### src/rtl/byte_striping_ctrl.sv
// byte_striping_ctrl: round-robin byte scheduler for a 1/2/4-lane striping datapath with end-of-frame padding
module byte_striping_ctrl #(
  parameter int                    DATA_WIDTH = 8,
  parameter logic [DATA_WIDTH-1:0] PAD_BYTE   = 8'hF7
) (
  input  logic                  stripingCLK,
  input  logic                  stripingRST_L,
  input  logic [DATA_WIDTH-1:0] byteIN,
  input  logic                  byteVLD,
  output logic                  byteRDY,
  input  logic [1:0]            laneCfg,
  output logic [DATA_WIDTH-1:0] laneData,
  output logic [3:0]            laneWE,
  output logic [1:0]            laneSel,
  output logic                  groupDone,
  output logic                  padActive
);
  typedef enum logic [1:0] {IDLE, STRIPE, PAD} state_t;
  state_t                state_q;
  logic [1:0]            ptr_q;
  logic [1:0]            cfg_q;
  logic [DATA_WIDTH-1:0] lane_data_q;
  logic [3:0]            lane_we_q;
  logic [1:0]            lane_sel_q;
  logic                  group_done_q;
  logic                  pad_active_q;
  logic [1:0]            last_d;
  logic [1:0]            last_new_d;
  logic [1:0]            ptr_inc_d;
  // Index of the last active lane for the latched and the incoming configuration, and the wrapped next pointer
  always_comb begin
    last_d     = cfg_q == 2'b00 ? 2'd0 : cfg_q == 2'b01 ? 2'd1 : 2'd3;
    last_new_d = laneCfg == 2'b00 ? 2'd0 : laneCfg == 2'b01 ? 2'd1 : 2'd3;
    ptr_inc_d  = ptr_q == last_d ? 2'd0 : ptr_q + 2'd1;
  end
  assign byteRDY   = state_q != PAD;
  assign laneData  = lane_data_q;
  assign laneWE    = lane_we_q;
  assign laneSel   = lane_sel_q;
  assign groupDone = group_done_q;
  assign padActive = pad_active_q;
  // Frame FSM; write strobes are single-cycle, so they default low every cycle and are raised only on a write
  always_ff @(posedge stripingCLK or negedge stripingRST_L) begin
    if (!stripingRST_L) begin
      state_q      <= IDLE;
      ptr_q        <= 2'd0;
      cfg_q        <= 2'b10;
      lane_data_q  <= '0;
      lane_we_q    <= 4'b0000;
      lane_sel_q   <= 2'd0;
      group_done_q <= 1'b0;
      pad_active_q <= 1'b0;
    end else begin
      lane_we_q    <= 4'b0000;
      lane_sel_q   <= 2'd0;
      group_done_q <= 1'b0;
      pad_active_q <= 1'b0;
      case (state_q)
        IDLE: begin
          if (byteVLD) begin
            cfg_q        <= laneCfg;
            lane_data_q  <= byteIN;
            lane_we_q    <= 4'b0001;
            group_done_q <= last_new_d == 2'd0;
            ptr_q        <= last_new_d == 2'd0 ? 2'd0 : 2'd1;
            state_q      <= last_new_d == 2'd0 ? IDLE : STRIPE;
          end
        end
        STRIPE: begin
          if (byteVLD) begin
            lane_data_q  <= byteIN;
            lane_we_q    <= 4'b0001 << ptr_q;
            lane_sel_q   <= ptr_q;
            group_done_q <= ptr_q == last_d;
            ptr_q        <= ptr_inc_d;
          end else if (ptr_q == 2'd0) begin
            state_q <= IDLE;
          end else begin
            lane_data_q  <= PAD_BYTE;
            lane_we_q    <= 4'b0001 << ptr_q;
            lane_sel_q   <= ptr_q;
            pad_active_q <= 1'b1;
            group_done_q <= ptr_q == last_d;
            ptr_q        <= ptr_inc_d;
            state_q      <= ptr_q == last_d ? IDLE : PAD;
          end
        end
        PAD: begin
          lane_data_q  <= PAD_BYTE;
          lane_we_q    <= 4'b0001 << ptr_q;
          lane_sel_q   <= ptr_q;
          pad_active_q <= 1'b1;
          group_done_q <= ptr_q == last_d;
          ptr_q        <= ptr_inc_d;
          state_q      <= ptr_q == last_d ? IDLE : PAD;
        end
        default: state_q <= IDLE;
      endcase
    end
  end
endmodule
### config.mk
export PLATFORM = sky130hd
export DESIGN_NAME = byte_striping_ctrl
export DESIGN_NICKNAME = d
export VERILOG_FILES = /design/src/rtl/byte_striping_ctrl.sv
export SDC_FILE = /design/constraint.sdc
export NUM_CORES = 1
export LEC_CHECK = 0
export ABC_AREA = 1
export BUFFER_PORTS_ARGS = -buffer_cell sky130_fd_sc_hd__buf_2
export CAP_MARGIN = 40
export CORE_UTILIZATION = 40
export CTS_CLUSTER_SIZE = 14
export DETAILED_ROUTE_END_ITERATION = 10
export PLACE_DENSITY_LB_ADDON = 0.12
export SLEW_MARGIN = 0
export SYNTH_ARGS = -nofsm -noshare
export SYNTH_HDL_FRONTEND = slang
export SYNTH_SLANG_ARGS = --single-unit
### constraint.sdc
create_clock -name stripingCLK -period 2.35 [get_ports stripingCLK]
set_input_delay 0.1175 -clock stripingCLK [delete_from_list [all_inputs] [get_ports stripingCLK]]
set_output_delay 0.1175 -clock stripingCLK [all_outputs]
set_load 0.01 [all_outputs]
; Word level (Yosys, flattened, before mapping)
; Index checks and enable logic that the tools add are counted.
[totals]
ff_bits = 22
inputBits = 13
output_inout_bits = 17
word_cells = 60
[classes]
addsub = 1
n_eq_ne = 9
n_shift = 1
n_mux = 32
reduce_logical = 9
[ops]
columns = operator, n
row1 = 2-to-1 mux 2 bit, 13
row2 = 2-to-1 mux 8 bit, 3
row3 = case mux 8 bit (3 select lines), 1
row4 = case mux 2 bit (3 select lines), 2
row5 = case mux 4 bit (3 select lines), 1
row6 = logical NOT 2 bit, 5
row7 = 2-to-1 mux 4 bit, 2
row8 = 2-to-1 mux 1 bit, 7
row9 = equality test 2 x 1 -> 1 bit (second input constant), 3
row10 = inequality test 2 bit (second input constant), 3
row11 = case mux 2 bit (2 select lines), 1
row12 = AND reduction 2 bit, 2
row13 = left shift 1 x 2 -> 4 bit (first input constant), 1
row14 = inequality test 3 bit (second input constant), 1
row15 = case mux 1 bit (3 select lines), 1
row16 = AND reduction 3 bit, 1
row17 = nonzero test 3 bit, 1
row18 = adder 2 x 1 -> 2 bit (second input constant), 1
row19 = equality test 2 bit, 1
row20 = equality test 2 bit (second input constant), 1
row21 = case mux 1 bit (2 select lines), 1

; Longest topological paths before layout
[depth]
ltp_word = 8
ltp_mapped = 8
depth_no_buf = 8

; Least setup slack after synthesis
; Ideal clock, no wire load.
[synth_path]
kind = register to register
start = reg ptr_q[0]
end = reg ptr_q[0]
setup_ns = 0.120
t_arrival_ns = 1.181
required_time_ns = 2.230
setup_slack_ns = 1.049
path_stages_with_launch = 8
n_path_buf = 1
period_less_slack_ns = 1.301
cell_sequence = dfrtp_1 -> inv_1 -> ha_1 -> nand3_1 -> nand3_2 -> buf_6 -> nor2_2 -> a21oi_1
[synth_between]
elab_chain_cells = 5
word_cells_on_any_way = 9
classes_between = add/sub: 1 / eq/ne: 2 / mux: 4 / reduce/logical: 2
[synth_lines]
columns = element, line_no
row1 = "start, declared", 20  ; logic [1:0] ptr_q;
row2 = "start signal, assigned", 65  ; ptr_q <= last_new_d == 2'd0 ? 2'd0 : 2'd1;
row3 = "start signal, assigned", 75  ; ptr_q <= ptr_inc_d;
row4 = "start signal, assigned", 84  ; ptr_q <= ptr_inc_d;
row5 = adder 2 x 1 -> 2 bit or equality test 2 bit (tied branches), 34  ; ptr_inc_d = ptr_q == last_d ? 2'd0 : ptr_q + 2'd1;
row6 = 2-to-1 mux 2 bit, 34
row7 = 2-to-1 mux 2 bit, 76  ; end else if (ptr_q == 2'd0) begin
row8 = 2-to-1 mux 2 bit, 70  ; if (byteVLD) begin
row9 = case mux 2 bit (3 select lines), 58  ; case (state_q)
; Parallel ways exist; a longest one is shown, timed or not. The select of a mux whose other input is x is not followed.
; A chain may end at the register's enable or synchronous reset.

; Worst setup path after layout
[layout_path]
start = reg ptr_q[0]
end = reg lane_data_q[5], in the netlist laneData[5]
[layout_between]
elab_chain_cells = 3
[layout_lines]
columns = element, line_no
row1 = logical NOT 2 bit, 76
row2 = inequality test 3 bit (no line), n/a
row3 = AND reduction 3 bit (no line), n/a
row4 = "end signal, assigned", 62  ; lane_data_q <= byteIN;
row5 = "end signal, assigned", 71  ; lane_data_q <= byteIN;
row6 = "end, declared", 22  ; logic [DATA_WIDTH-1:0] lane_data_q;
; Every way passes these cells.

==> results.yml <==
logic_synthesis:
  ys_types: 20
  synth_area_leaders: "dfrtp_1, nand2_1, ha_1, nor2_1, inv_1"
  synth_edf_count: 0
  syn-cell-area_um2: 1100
  ys_seq_area_share_pct: 49.9
  synthFlopType: "dfrtp_1"
  syn-instance-count: 132
  syn_nets: 153
  ys_ff_latch: 22
  async_reset_ff_share_pct: 100
  synth_area_leader_cell: "dfrtp_1"
  ys.warnings.count: 0
  post_synth.cell_area_avg_um2: 8.37
  yosysTopAreaCellShare_pct: 47.6
cells_and_area:
  multi_input_area_um2: 469
  num_antenna_cells: 0
  final_common_cell: "nand2_1"
  fillCellCount: 251
  final_util_pct: 52.0
  seq_area_um2: 552
  area_growth_pct: 19.7
  layout-drive-gt1-share_pct: 25.5
  fin_nets: 187
  final_cell_mix: "nand2_1, buf_2, dfrtp_1, nor2_1, inv_1"
sta:
  finalMaxSlewViolations: 0
  setup_ws_ns: 0.695
  holdWs_ns: 0.00923
  maxSlewHeadroom_pct: 67.4
  min_period_ns: 1.65
  hold_viol: 0
  fin_crit_sh_pct: 70.4
  rsz0062_at_grt: "no"
  setup_viol: 0
  worst_pin_slew_ns: 0.488
  fmax_mhz: 604
  fin_tns_setup_ns: 0
  skew_ns: 0.00265
global_route:
  grt_usage_pct: 16.4
  grt_max_degree: 23
  grt_pass1_wl_mm: 3.47
  overflow: 0
  antenna_found_initial: 0
  grt_pass1_vias: 788
critical_path:
  crit_path_end_kind: "flip-flop"
  required_ns: 2.59
  arrival_ns: 1.90
  crit_type: "reg2reg"
  crit_fanout: 12
  cp-start-kind: "flip-flop"
clocking:
  path_clk_slew_ns: 0.13
  cts_buffers: 3
  clock_tree.root_cell: "clkbuf_4"
  tritoncts: "yes"
  cts_num_sinks: 22
  ctsResizeCount: 0
  cts_buffer_depth: 2
  clk_latency_ns: 0.31
  ctsHtreeMaxLevel: 1
power:
  leakagePower_nw: 0.729
  p_seq_share_pct: 36.8
  power_frac_comb_pct: 50.6
  swShare_pct: 45.0
  power.internal_w: 0.000940
  clockPowerShare_pct: 12.6
  vdd_drop_max_mv: 0.634
  power_density_nw_per_um2: 1290
  p_sw_w: 0.000768
  finalPower_w: 0.00171
floorplanning:
  row_count: 18
  die_w_um: 54.6
  coreArea_um2: 2540
  die_y_um: 54.6
  start_util_pct: 43.4
  dieArea_um2: 2980
  top_level_ports: 30
routing:
  remaining_drc_errors: 0
  wirelength_mm: 2.23
  drtIter0Drc: 8
  first_pass_iters: 4
  avgRoutedWirePerCell_um: 11.4
  vias_per_cell: 4.67
  vias: 911
  detail-route-antenna-nets: 0
placed_design:
  dp_hpwl_mm: 1.69
  pre_cts_slack_ns: 0.731
  gp_congestion: 0.912
  port-buffer-count: 29
hold_path:
  hold_path.class: "in2reg"
run:
  cap_violations: 0
run_status:
  outcome: "complete, no violations"
[area by class of cell]
type | instances | share of cell area (%)
Sequential cell | 22 | 41.7
Multi-Input combinational cell | 90 | 35.5
Timing Repair Buffer | 30 | 11.7
Inverter | 19 | 5.49
Tap cell | 30 | 2.84
Clock buffer | 4 | 2.74
[flip-flops by register name, indices dropped and copies added (netlist names)]
register / flops
laneSel: 2
padActive: 1
groupDone: 1
state_q: 2
laneWE: 4
ptr_q: 2
laneData: 8
cfg_q: 2
[synthesized netlist by cell type (all sizes together), types with 2 or more instances]
cell type,number
a21oi,4
dfrtp,21
ha,8
inv,18
nand2,33
nand3,6
nor2,20
nor3,2
o21ai,16
[stage by stage]
| stage | instances | instance area, um^2 |
|---|---|---|
| 2_1_floorplan | 132 | 1100 |
| 3_3_place_gp | 190 | 1280 |
| 3_5_place_dp | 190 | 1280 |
| 4_1_cts | 195 | 1320 |
| 5_1_grt | 195 | 1320 |
| 6_report | 195 | 1320 |
[metal layers]
layer	track usage, %	part of all wire [%]	vias up
met5	0	0	-
met4	5.13	1.1	0
met3	2.78	4.6	4
met2	24.6	43	26
met1	23.6	51	403
li1	-	-	478
[power groups by stage]
stage	clock, W	sequential [W]	combinational (W)
finish	0.000215	0.000629	0.000864
global route	0.000236	0.000650	0.00101
CTS	0.000218	0.000632	0.000869
detailed placement	0	0.000640	0.000864
global placement	0	0.000631	0.000860
floorplan	0	0.000680	0.000571
[worst paths after layout]
| path | start | end | slack, ns | depth (start not counted) |
|---|---|---|---|---|
| setup / recovery | ptr_q[0] | laneData[5] | 0.70 | 7 |
| hold / removal | laneCfg[0] | cfg_q[0] | 0.009 | 3 |
| setup reg to reg | ptr_q[0] | laneData[5] | 0.70 | 7 |
| hold reg to reg | laneData[1] | laneData[1] | 0.50 | 2 |
| max in group asynchronous | stripingRST_L | cfg_q[1] | 1.72 | 2 |
| min in group asynchronous | stripingRST_L | laneWE[1] | 0.28 | 2 |
[logic make-up (layout without fill, tap and decap cells)]
family	after synthesis	after routing	share of synthesized area, %
AOI/OAI and AO/OA	21	21	10.4
adders and majority gates	8	8	9.06
buffers and inverters	20	53	7.59
DFF	22	22	49.9
and+or+nand+nor	61	61	23.0
[critical path, stage by stage, from the launching register on]
cell and delay [ns]:
dfrtp_1 0.49, inv_1 0.14, ha_1 0.25, nand3_1 0.10, nand3_2 0.23, clkinv_2 0.16
nand2_4 0.09, o21ai_1 0.13
[what timing repair did]
item,in CTS,in global routing
setup buffers,0,0
hold endpoints to repair,21,0
hold buffers,1,0
Power figures use the tool's default switching activity.
